$ cat config.mk
export PLATFORM = sky130hd
export DESIGN_NAME = fetch_predict_flat
export DESIGN_NICKNAME = d
export VERILOG_FILES = /design/src/rtl/fetch_predict_pkg.sv /design/src/rtl/fetch_predict_if.sv /design/src/rtl/fetch_predict_btb.sv /design/src/rtl/fetch_predict.sv /design/src/flat_wrapper.sv
export SDC_FILE = /design/constraint.sdc
export NUM_CORES = 1
export LEC_CHECK = 0
export CORE_MARGIN = 2
export CORE_UTILIZATION = 45
export CTS_CLUSTER_SIZE = 8
export DETAILED_ROUTE_END_ITERATION = 12
export GPL_TIMING_DRIVEN = 0
export SLEW_MARGIN = 20
export SYNTH_ARGS = -nofsm -noshare
export SYNTH_HDL_FRONTEND = slang
export SYNTH_SLANG_ARGS = --single-unit
$ cat constraint.sdc
create_clock -name CLK -period 7.1 [get_ports CLK]
set_clock_uncertainty 0.2 [all_clocks]
set_input_delay 0.71 -clock CLK [delete_from_list [all_inputs] [get_ports CLK]]
set_output_delay 0.71 -clock CLK [all_outputs]
set_load 0.02 [all_outputs]
$ cat src/rtl/fetch_predict_pkg.sv
// Shared definitions for the fetch stage and its branch target buffer.
//   - ResetPcDefault : default fetch address after reset.
//   - cnt_e          : 2-bit direction counter encodings (SNT/WNT/WT/ST).
//   - CntAlloc       : counter value written when a taken branch allocates an entry.
//   - cnt_inc/cnt_dec: saturating counter steps.
//   - cnt_taken      : direction predicted by a counter value.
package fetch_predict_pkg;

    localparam logic [31:0] ResetPcDefault = 32'hBFC0_0000;

    typedef enum logic [1:0] {
        CntSnt = 2'b00,
        CntWnt = 2'b01,
        CntWt  = 2'b10,
        CntSt  = 2'b11
    } cnt_e;

    localparam logic [1:0] CntReset = CntWnt;
    localparam logic [1:0] CntAlloc = CntWt;

    function automatic logic [1:0] cnt_inc(input logic [1:0] c);
        return (c == CntSt) ? CntSt : c + 2'd1;
    endfunction

    function automatic logic [1:0] cnt_dec(input logic [1:0] c);
        return (c == CntSnt) ? CntSnt : c - 2'd1;
    endfunction

    // Upper half of the counter range predicts taken.
    function automatic logic cnt_taken(input logic [1:0] c);
        return c[1];
    endfunction

endpackage

$ cat src/rtl/fetch_predict_if.sv
// Bundle of the fetch stage's memory, redirect, training and IF/ID signals.
//   master : the fetch stage (drives Instr_Mem_Addr and the *_IF outputs).
//   slave  : the surrounding pipeline / memory (drives everything else).
interface fetch_predict_if;

    logic        STALL;
    logic [31:0] Instr_Mem_Addr;
    logic [31:0] Instr_Mem_Data;
    logic        Redirect_Valid;
    logic [31:0] Redirect_PC;
    logic        Update_Valid;
    logic [31:0] Update_PC;
    logic [31:0] Update_Target;
    logic        Update_Taken;
    logic [31:0] Instr1_IF;
    logic [31:0] Instr_PC_IF;
    logic [31:0] Instr_PC_Plus4_IF;
    logic        Pred_Taken_IF;

    modport master (
        input  STALL,
        input  Instr_Mem_Data,
        input  Redirect_Valid,
        input  Redirect_PC,
        input  Update_Valid,
        input  Update_PC,
        input  Update_Target,
        input  Update_Taken,
        output Instr_Mem_Addr,
        output Instr1_IF,
        output Instr_PC_IF,
        output Instr_PC_Plus4_IF,
        output Pred_Taken_IF
    );

    modport slave (
        output STALL,
        output Instr_Mem_Data,
        output Redirect_Valid,
        output Redirect_PC,
        output Update_Valid,
        output Update_PC,
        output Update_Target,
        output Update_Taken,
        input  Instr_Mem_Addr,
        input  Instr1_IF,
        input  Instr_PC_IF,
        input  Instr_PC_Plus4_IF,
        input  Pred_Taken_IF
    );

endinterface

$ cat src/rtl/fetch_predict_btb.sv
// Direct-mapped branch target buffer with 2-bit direction counters.
//   clk_i, rst_i      : clock, synchronous active-high reset (clears valids, counters to WNT).
//   lookup_pc_i       : PC looked up combinationally.
//   hit_o             : entry valid and tag matches.
//   pred_taken_o      : hit and counter predicts taken.
//   target_o          : stored target word address (PC[31:2]).
//   upd_*_i           : one synchronous training port keyed by the delay-slot PC.
// Entries must be a power of two, at least 2.
module fetch_predict_btb
    import fetch_predict_pkg::*;
#(
    parameter int unsigned Entries = 16
) (
    input  logic        clk_i,
    input  logic        rst_i,
    input  logic [31:0] lookup_pc_i,
    output logic        hit_o,
    output logic        pred_taken_o,
    output logic [29:0] target_o,
    input  logic        upd_valid_i,
    input  logic [31:0] upd_pc_i,
    input  logic [31:0] upd_target_i,
    input  logic        upd_taken_i
);

    localparam int unsigned IdxW = $clog2(Entries);
    localparam int unsigned TagW = 30 - IdxW;

    logic            valid_q  [Entries];
    logic [TagW-1:0] tag_q    [Entries];
    logic [29:0]     target_q [Entries];
    logic [1:0]      cnt_q    [Entries];

    logic [IdxW-1:0] lk_idx;
    logic [TagW-1:0] lk_tag;
    logic [IdxW-1:0] up_idx;
    logic [TagW-1:0] up_tag;
    logic            up_hit;

    assign lk_idx = lookup_pc_i[IdxW+1:2];
    assign lk_tag = lookup_pc_i[31:IdxW+2];
    assign up_idx = upd_pc_i[IdxW+1:2];
    assign up_tag = upd_pc_i[31:IdxW+2];

    assign hit_o        = valid_q[lk_idx] && (tag_q[lk_idx] == lk_tag);
    assign pred_taken_o = hit_o && cnt_taken(cnt_q[lk_idx]);
    assign target_o     = target_q[lk_idx];

    assign up_hit = valid_q[up_idx] && (tag_q[up_idx] == up_tag);

    // Byte-offset bits never reach the tables.
    logic unused_low_bits;
    assign unused_low_bits = ^{lookup_pc_i[1:0], upd_pc_i[1:0], upd_target_i[1:0]};

    // Tag and target need no reset: they are only observed behind a set valid bit.
    always_ff @(posedge clk_i) begin
        if (rst_i) begin
            for (int i = 0; i < int'(Entries); i++) begin
                valid_q[i] <= 1'b0;
                cnt_q[i]   <= CntReset;
            end
        end else if (upd_valid_i) begin
            if (up_hit) begin
                if (upd_taken_i) begin
                    cnt_q[up_idx]    <= cnt_inc(cnt_q[up_idx]);
                    target_q[up_idx] <= upd_target_i[31:2];
                end else begin
                    cnt_q[up_idx] <= cnt_dec(cnt_q[up_idx]);
                end
            end else if (upd_taken_i) begin
                valid_q[up_idx]  <= 1'b1;
                tag_q[up_idx]    <= up_tag;
                target_q[up_idx] <= upd_target_i[31:2];
                cnt_q[up_idx]    <= CntAlloc;
            end
        end
    end

endmodule

$ cat src/rtl/fetch_predict.sv
// Instruction fetch stage: PC register, next-PC selection and BTB-driven prediction.
//   CLK, RESET : clock, synchronous active-high reset (PC <= RESET_PC, BTB cleared).
//   bus        : fetch_predict_if.master -- memory address/data, execute redirect,
//                BTB training strobe and the IF/ID outputs (fetched word, PC, PC+4,
//                predicted-taken flag), all combinational from the PC and the BTB.
// Next PC priority: reset, redirect (even when stalled), stall, predicted target, PC+4.
module fetch_predict
    import fetch_predict_pkg::*;
#(
    parameter int unsigned BTB_ENTRIES = 16,
    parameter logic [31:0] RESET_PC    = ResetPcDefault
) (
    input  logic            CLK,
    input  logic            RESET,
    fetch_predict_if.master bus
);

    logic [31:0] pc_q;
    logic [31:0] pc_d;
    logic        btb_hit;
    logic        btb_pred_taken;
    logic [29:0] btb_target;

    fetch_predict_btb #(
        .Entries (BTB_ENTRIES)
    ) u_btb (
        .clk_i        (CLK),
        .rst_i        (RESET),
        .lookup_pc_i  (pc_q),
        .hit_o        (btb_hit),
        .pred_taken_o (btb_pred_taken),
        .target_o     (btb_target),
        .upd_valid_i  (bus.Update_Valid),
        .upd_pc_i     (bus.Update_PC),
        .upd_target_i (bus.Update_Target),
        .upd_taken_i  (bus.Update_Taken)
    );

    logic unused_hit;
    assign unused_hit = btb_hit;

    always_comb begin
        pc_d = pc_q + 32'd4;
        if (bus.Redirect_Valid) begin
            pc_d = {bus.Redirect_PC[31:2], 2'b00};
        end else if (bus.STALL) begin
            pc_d = pc_q;
        end else if (btb_pred_taken) begin
            pc_d = {btb_target, 2'b00};
        end
    end

    always_ff @(posedge CLK) begin
        if (RESET) begin
            pc_q <= RESET_PC;
        end else begin
            pc_q <= pc_d;
        end
    end

    assign bus.Instr_Mem_Addr    = pc_q;
    assign bus.Instr1_IF         = bus.Instr_Mem_Data;
    assign bus.Instr_PC_IF       = pc_q;
    assign bus.Instr_PC_Plus4_IF = pc_q + 32'd4;
    assign bus.Pred_Taken_IF     = btb_pred_taken;

endmodule

$ cat src/flat_wrapper.sv
// flat-port wrapper written by rule: the top's interface ports become plain ports
module fetch_predict_flat import fetch_predict_pkg::*;
#(
    parameter int unsigned BTB_ENTRIES = 16,
    parameter logic [31:0] RESET_PC    = ResetPcDefault
)
  (CLK, RESET, bus_STALL, bus_Instr_Mem_Data, bus_Redirect_Valid, bus_Redirect_PC, bus_Update_Valid, bus_Update_PC, bus_Update_Target, bus_Update_Taken, bus_Instr_Mem_Addr, bus_Instr1_IF, bus_Instr_PC_IF, bus_Instr_PC_Plus4_IF, bus_Pred_Taken_IF);
  fetch_predict_if bus_i ();
  input  logic CLK;
  input  logic RESET;
  input wire logic [$bits(bus_i.STALL)-1:0] bus_STALL;
  input wire logic [$bits(bus_i.Instr_Mem_Data)-1:0] bus_Instr_Mem_Data;
  input wire logic [$bits(bus_i.Redirect_Valid)-1:0] bus_Redirect_Valid;
  input wire logic [$bits(bus_i.Redirect_PC)-1:0] bus_Redirect_PC;
  input wire logic [$bits(bus_i.Update_Valid)-1:0] bus_Update_Valid;
  input wire logic [$bits(bus_i.Update_PC)-1:0] bus_Update_PC;
  input wire logic [$bits(bus_i.Update_Target)-1:0] bus_Update_Target;
  input wire logic [$bits(bus_i.Update_Taken)-1:0] bus_Update_Taken;
  output wire logic [$bits(bus_i.Instr_Mem_Addr)-1:0] bus_Instr_Mem_Addr;
  output wire logic [$bits(bus_i.Instr1_IF)-1:0] bus_Instr1_IF;
  output wire logic [$bits(bus_i.Instr_PC_IF)-1:0] bus_Instr_PC_IF;
  output wire logic [$bits(bus_i.Instr_PC_Plus4_IF)-1:0] bus_Instr_PC_Plus4_IF;
  output wire logic [$bits(bus_i.Pred_Taken_IF)-1:0] bus_Pred_Taken_IF;
  assign bus_i.STALL = bus_STALL;
  assign bus_i.Instr_Mem_Data = bus_Instr_Mem_Data;
  assign bus_i.Redirect_Valid = bus_Redirect_Valid;
  assign bus_i.Redirect_PC = bus_Redirect_PC;
  assign bus_i.Update_Valid = bus_Update_Valid;
  assign bus_i.Update_PC = bus_Update_PC;
  assign bus_i.Update_Target = bus_Update_Target;
  assign bus_i.Update_Taken = bus_Update_Taken;
  assign bus_Instr_Mem_Addr = bus_i.Instr_Mem_Addr;
  assign bus_Instr1_IF = bus_i.Instr1_IF;
  assign bus_Instr_PC_IF = bus_i.Instr_PC_IF;
  assign bus_Instr_PC_Plus4_IF = bus_i.Instr_PC_Plus4_IF;
  assign bus_Pred_Taken_IF = bus_i.Pred_Taken_IF;
  fetch_predict #(.BTB_ENTRIES(BTB_ENTRIES), .RESET_PC(RESET_PC)) u_core (.CLK(CLK), .RESET(RESET), .bus(bus_i));
endmodule
# --- Yosys cells after proc, flatten, opt, wreduce, memory -nomap -nowiden ---
# Memories as Yosys holds them, arrays and structs flattened. A register that Yosys moved wholly into a read port is not among the register bits.
# Cells that the tools add are included.
classes:
  add_sub_neg: 3
  n_eq_ne: 4
  n_mux: 38
  bitwise: 3
  n_reduce_logical: 7
ops:
  columns: ["op", "count"]
  rows:
  - ["2-to-1 mux 32 bit", 3]
  - ["equality test 26 bit", 2]
  - ["2-to-1 mux 4 bit", 10]
  - ["adder 32 x 3 -> 32 bit, second input constant", 1]
  - ["2-to-1 mux 30 bit", 1]
  - ["2-to-1 mux 1 bit", 19]
  - ["2-to-1 mux 2 bit", 5]
  - ["OR reduction 2 bit", 2]
  - ["logical AND 1 bit", 3]
  - ["bitwise OR 1 bit", 3]
  - ["adder 2 x 1 -> 2 bit, second input constant", 1]
  - ["equality test 2 bit, second input constant", 1]
  - ["zero test 2 bit", 1]
  - ["!= test 2 x 1 -> 1 bit, second input constant", 1]
  - ["subtractor 2 x 1 -> 2 bit, second input constant", 1]
  - ["OR reduction 1 bit", 1]
totals:
  regBits: 32
  ramBits: 944
  in_bits: 134
  wordCells: 61
  memories: 4
mem_list:
  columns: ["name", "words", "word_bits", "read_ports", "rd_ports_with_merged_regs", "wr", "line_no", "rtl"]
  rows:
  - ["u_core.u_btb.target_q", 16, 30, 1, 1, 1, "fetch_predict_btb.sv:31", "logic [29:0] target_q [Entries];"]
  - ["u_core.u_btb.tag_q", 16, 26, 2, 1, 1, "fetch_predict_btb.sv:30", "logic [TagW-1:0] tag_q [Entries];"]
  - ["u_core.u_btb.cnt_q", 16, 2, 2, 1, 16, "fetch_predict_btb.sv:32", "logic [1:0] cnt_q [Entries];"]
  - ["u_core.u_btb.valid_q", 16, 1, 2, 1, 16, "fetch_predict_btb.sv:29", "logic valid_q [Entries];"]

# --- Depth between registers and ports, before layout ---
# An unclocked memory read counts as a cell.
logic_depth:
  ltp_word: 11
  mapped_depth: 17
  mapped_depth_nobuf: 10

# --- By module ---
# From an unflattened synthesis, not the netlist that was laid out.
unflattened:
  cells_unflattened: 2291
  hier_area_um2: 43377.9
modules_own_cells:
  columns: ["module", "instances", "cells_per_inst", "area_each_um2", "seq_area_each_um2"]
  rows:
  - ["fetch_predict_btb", 1, 1915, 40528.9, 28187.0]
  - ["fetch_predict", 1, 376, 2849.0, 640.6]

# --- Worst setup path before layout ---
# Ideal clock, no wire load.
synth_timing:
  path_kind: "input to register"
  from: "in bus_Update_PC[3]"
  to: "mem u_core.u_btb.tag_q[10][0] in the netlist's numbering, enable pin"
  setup_time_ns: 0.442
  t_arrival_ns: 4.921
  required_ns: 6.458
  setup_slack_ns: 1.538
  path_stages: 13
  n_path_buf: 4
  cell_sequence: "buf_2 -> buf_2 -> buf_2 -> buf_2 -> mux4_2 -> mux2i_1 -> xnor2_1 -> nor3_1 -> a31oi_1 -> nor3_1 -> and2_1 -> nand2b_1 -> nor3_1"
synth_between:
  elab_chain_len: 7
  elab_cells_between_ends: 8
synth_rtl:
  columns: ["element", "line_no", "rtl"]
  rows:
  - ["start, declared", "flat_wrapper.sv:16", "input wire logic [$bits(bus_i.Update_PC)-1:0] bus_Update_PC;"]
  - ["memory read (16 x 26 bit)", null, null]
  - ["equality test 26 bit", "fetch_predict_btb.sv:49", "assign up_hit = valid_q[up_idx] && (tag_q[up_idx] == up_tag);"]
  - ["logical AND 1 bit", "fetch_predict_btb.sv:49", null]
  - ["2-to-1 mux 1 bit", "fetch_predict_btb.sv:63", "if (up_hit) begin"]
  - ["2-to-1 mux 1 bit", "fetch_predict_btb.sv:62", "end else if (upd_valid_i) begin"]
  - ["2-to-1 mux 1 bit", "fetch_predict_btb.sv:57", "if (rst_i) begin"]
  - ["2-to-1 mux 1 bit (not written as such)", "fetch_predict_btb.sv:72", "tag_q[up_idx] <= up_tag;"]
  - ["end, declared", "fetch_predict_btb.sv:30", null]
# Several ways; a longest one is shown, not always the timed one.

# --- Worst setup path in the final report ---
layout_timing:
  from: "in bus_Update_PC[2]"
  to: "mem u_core.u_btb.tag_q[3][15] in the netlist's numbering, enable pin"
# Same word-level chain as after synthesis.

==> flow_results.org <==
** STA
- Post-layout minimum cycle time :: approximately 7.0 ns
- Max-slew headroom at the worst pin :: 0.176
- Slew @ Worst Pin :: approximately 1.2 ns
- Setup violations remaining at the end of the flow were counted as 0.
- The final-report hold violation count came to 0.
- The number of pins exceeding their max-slew limit in the final report was 0.
- Setup repair after global routing left no endpoint under its margin.
- Of the available clock period, the critical path in the final layout requires 0.983.
- Minimum setup slack in the final design :: 0.121 ns
- For this run, the top clock speed supported by timing is ~140 MHz.

** Cells and area
- Fill cells in the final layout number ~7500.
- Area of all placed cells without fillers :: roughly 0.053 mm2
- Fraction of final layout cells with drive strength greater than 1 :: 0.288
- From synthesis to final layout, the design area changed by 21.1%.
- Once layout is complete, the utilization of the core stands at 0.548.
- Number of nets at the end of the flow :: 2919

** Power and ir drop
- Power per cell area :: about 270 mW/mm2
- The worst-case IR drop observed on VDD is between 0.2 and 0.25 mV.
- Total chip power :: roughly 14000 uW
- Summed over all cells, the static leakage comes to between 0.015 and 0.02 uW.

** Die
- The floorplan step defined a core boundary enclosing between 0.09 and 0.1 mm2.
- Effective utilization at floorplan :: 0.452
- The die covers between 0.09 and 0.1 mm2.
- Ports :: around 260
- Y dimension of the die :: ~320 um
- Number of placement rows :: between 100 and 150
- The floorplan step set the die width to about 320 um.

** Worst setup path
- The critical path goes through clkdlybuf4s50_1 > buf_4 > buf_4 > buf_2 > buf_2 > buf_2 > a211oi_1 > a21oi_1 > xnor2_1 > nand4_1 > a211oi_2 > nor4b_2 > buf_2 > nor3_2 > buf_4 > buf_6 > buf_4.
- Biggest fanout along the worst timing path :: 10
- Slowest stage cell on the critical path :: sky130_fd_sc_hd__nor4b_2
- On the worst path, the slowest cell contributes a delay of about 0.8 ns.
- STA classifies the critical path startpoint as an input pin.
- Data arrives at the worst endpoint at between 7 and 8 ns.
- The worst register-to-register path has a depth of 11.
- By startpoint and endpoint, the worst setup path is classified as input pin to flop.
- For flop-to-flop paths, the worst setup slack is 1.43 ns.
- Kind of cell adding the most delay to the critical path :: buffers and inverters
- Crit. End Element :: flop
- Critical path origin :: bus_Update_PC[2]
- Bufs and invs on worst path :: 10
- For the worst setup path, the data required time is between 7 and 8 ns.

** Logic synthesis
- Net count of the mapped netlist :: roughly 2500
- Warning count from the yosys run :: 0
- Flip-flop cell with the highest count after synthesis :: sky130_fd_sc_hd__edfxtp_1
- The synthesized design contains around 1000 register bits.
- Post-synthesis instance area :: 0.0435 mm2
- The number of different library cells used by synthesis comes to slightly above 70.
- Post-synthesis cell type with the largest combined area :: sky130_fd_sc_hd__edfxtp_1
- Count of flip-flops with a built-in enable after synthesis :: 928
- After synthesis, the mean cell area works out to between 15 and 20 um2.
- Of the post-synthesis cell area, the dominant cell type holds 0.640.
- Synthesized instance count :: between 2000 and 2500
- Sorting the synthesized cells by area gives the leading types as sky130_fd_sc_hd__edfxtp_1, sky130_fd_sc_hd__mux4_2, sky130_fd_sc_hd__mux2i_1.
- Share of async-settable or async-resettable flops after synthesis :: 0
- Of the synthesized area, sequential elements account for 0.664.

** Drt
- Met2 WL post-DR :: 67700 um
- Final routed wirelength across all metal layers :: around 140000 um
- The highest layer touched by signal routing is met5.
- The pre-antenna-repair detailed-routing pass consisted of 5 iterations.
- Routed length on met3 :: roughly 14000 um
- ANT nets after route :: 0
- After detailed routing, the average wire length per cell comes to 34.4 um.
- The routed layout has between 20000 and 30000 vias.
- For this run, design rule violations remaining after detail routing come to 0.
- The detailed router put a total of 55800 um of wire on met1.
- After the first detailed-routing iteration, the DRC count stood at roughly 4000.
- Using the TritonRoute via totals, the vias-per-cell ratio works out to roughly 6.4.

** Clock tree
- Clock transition at the register clock pins on the worst setup and hold paths after CTS :: about 0.05 ns
- TritonCTS built the clock tree.
- Clock Latency Late Sink :: approximately 0.75 ns
- Clock Sinks :: 980
- Hold Buf Count CTS :: 0
- Post-CTS repair changed the size of 0 cells.
- Clock Path Buffers :: 3
- H-tree depth reported by CTS :: 4
- Clock buffer count from CTS :: 141
- Root cell of the clock tree :: sky130_fd_sc_hd__clkbuf_16
- After clock tree synthesis, the setup repair step added 0 buffers.

** Global route
- Across every metal layer, demand over resource in global routing totals 0.288.
- The via count of the first global-routing pass came to ~27000.
- Wire length of the first global-routing pass :: around 200000 um
- The total overflow left after global routing is 0.
- Maximum number of pins on one net before global-route repair :: 20
- Number of antenna violations at the first check in global routing :: 11

** Placement
- Number of port buffers :: 220
- Post-DP Area :: between 0.04 and 0.05 mm2
- Final HPWL from detailed placement :: 100000 um
- At the end of routability-driven placement, the weighted congestion stood at around 0.9.
- Pre-CTS WS :: -0.404 ns

** Worst hold path
- The worst hold path begins at u_core.u_btb.valid_q[8].
- Worst Hold Depth :: 1
- The min-delay analysis places its worst path in the category flop to flop.
- The path with the worst hold slack has its endpoint at u_core.u_btb.valid_q[8].

** Run
- # Max-Cap Violations :: 0

** Outcome
- The flow ran to the end, and the final reports show no timing, DRC or antenna violations.
kinds of logic (layout without fill, tap and decap cells):
kind of cell | after synthesis | in the layout | share of synthesized area
mux | 499 | 499 | 0.218
flops | 980 | 980 | 0.664
compound gates | 224 | 224 | 0.0349
xor+xnor | 98 | 98 | 0.0197
fa+ha+maj | 1 | 1 | 0.000287
simple gates | 271 | 271 | 0.0318
other cells | 0 | 6 | 0
buf+inv | 243 | 781 | 0.0312
metal layers:
layer  global-route usage  vias to the layer above
met5                    0                        -
met4               0.0988                       14
met3               0.0625                      281
met2                0.456                     1713
met1                0.399                    14000
li1                     -                    10500
state kept, by name (all words and copies together) (netlist names), named ones only:
signal                     flops
u_core.bus.Instr_Mem_Addr     32
u_core.u_btb.cnt_q            32
u_core.u_btb.tag_q           416
u_core.u_btb.target_q        480
u_core.u_btb.valid_q          16
layout make-up:
type | instances | area [um2] | share of cell area
diodes | 6 | 15.0 | 0.000285
plain buffers | 225 | 1300 | 0.0246
clock buffers | 196 | 3760 | 0.0712
clock inverters | 17 | 273 | 0.00517
inverters | 18 | 67.6 | 0.00128
multi-input cells | 1093 | 13500 | 0.256
flip-flops and latches | 980 | 28900 | 0.548
well taps | 1276 | 1600 | 0.0303
repair buffers | 325 | 3330 | 0.0632
how the worst max path moves through the flow:
stage,end,depth (start not counted)
2_1_floorplan,u_core.u_btb.tag_q[10][0],13
3_3_place_gp,u_core.u_btb.tag_q[11][6],10
3_5_place_dp,u_core.u_btb.tag_q[3][6],17
4_1_cts,bus_Pred_Taken_IF,12
5_1_grt,bus_Pred_Taken_IF,10
6_report,u_core.u_btb.tag_q[3][15],17
cells in the final DEF (no fill, tap or decap), drive strengths merged, types with 26 or more instances in the layout:
cell and count:
a21oi 49, mux4 359, edfxtp 928, mux2i 126, inv 26, clkdlybuf4s50 220
nor3 41, dfxtp 52, nor2 55, o21ai 44, a21o 26, buf 255
nand2 60, xor2 29, xnor2 69, clkbuf 271
cell usage after synthesis (41+ instances only):
cell type                  instances
sky130_fd_sc_hd__clkbuf_1         73
sky130_fd_sc_hd__buf_4            80
sky130_fd_sc_hd__nand2_1          60
sky130_fd_sc_hd__o21ai_0          41
sky130_fd_sc_hd__a21oi_1          49
sky130_fd_sc_hd__mux2i_1         126
sky130_fd_sc_hd__nor2_1           54
sky130_fd_sc_hd__nor3_1           41
sky130_fd_sc_hd__mux4_2          359
sky130_fd_sc_hd__edfxtp_1        928
sky130_fd_sc_hd__buf_2            46
sky130_fd_sc_hd__xnor2_1          69
sky130_fd_sc_hd__dfxtp_1          52
where the power goes:
part	internal (uW)	switching (uW)	leakage, uW
registers	6390	67.6	0.00877
logic	616	837	0.00642
clock network	3670	2510	0.00194
worst register-to-register path: stages, from the launching register on:
cell and delay (ns):
sky130_fd_sc_hd__dfxtp_1 0.51, sky130_fd_sc_hd__buf_2 0.45, sky130_fd_sc_hd__buf_1 0.87, sky130_fd_sc_hd__clkbuf_1 0.80, sky130_fd_sc_hd__nor2_1 0.12, sky130_fd_sc_hd__a211o_1 0.30
sky130_fd_sc_hd__or4_4 0.66, sky130_fd_sc_hd__nor4_2 0.34, sky130_fd_sc_hd__buf_4 0.29, sky130_fd_sc_hd__buf_8 0.21, sky130_fd_sc_hd__a21oi_1 0.09, sky130_fd_sc_hd__a211oi_1 0.65
per-stage QoR:
step | hold WS, ns | std cells | setup TNS (ns)
6_report | 0.281 | 4136 | 0
3_5_place_dp | 0.268 | 3917 | -38.36
2_1_floorplan | 0.243 | 2316 | 0
5_1_grt | 0.297 | 4132 | 0
4_1_cts | 0.273 | 4130 | 0
3_3_place_gp | 0.255 | 3812 | -1995.36
Power figures use the tool's default switching activity.
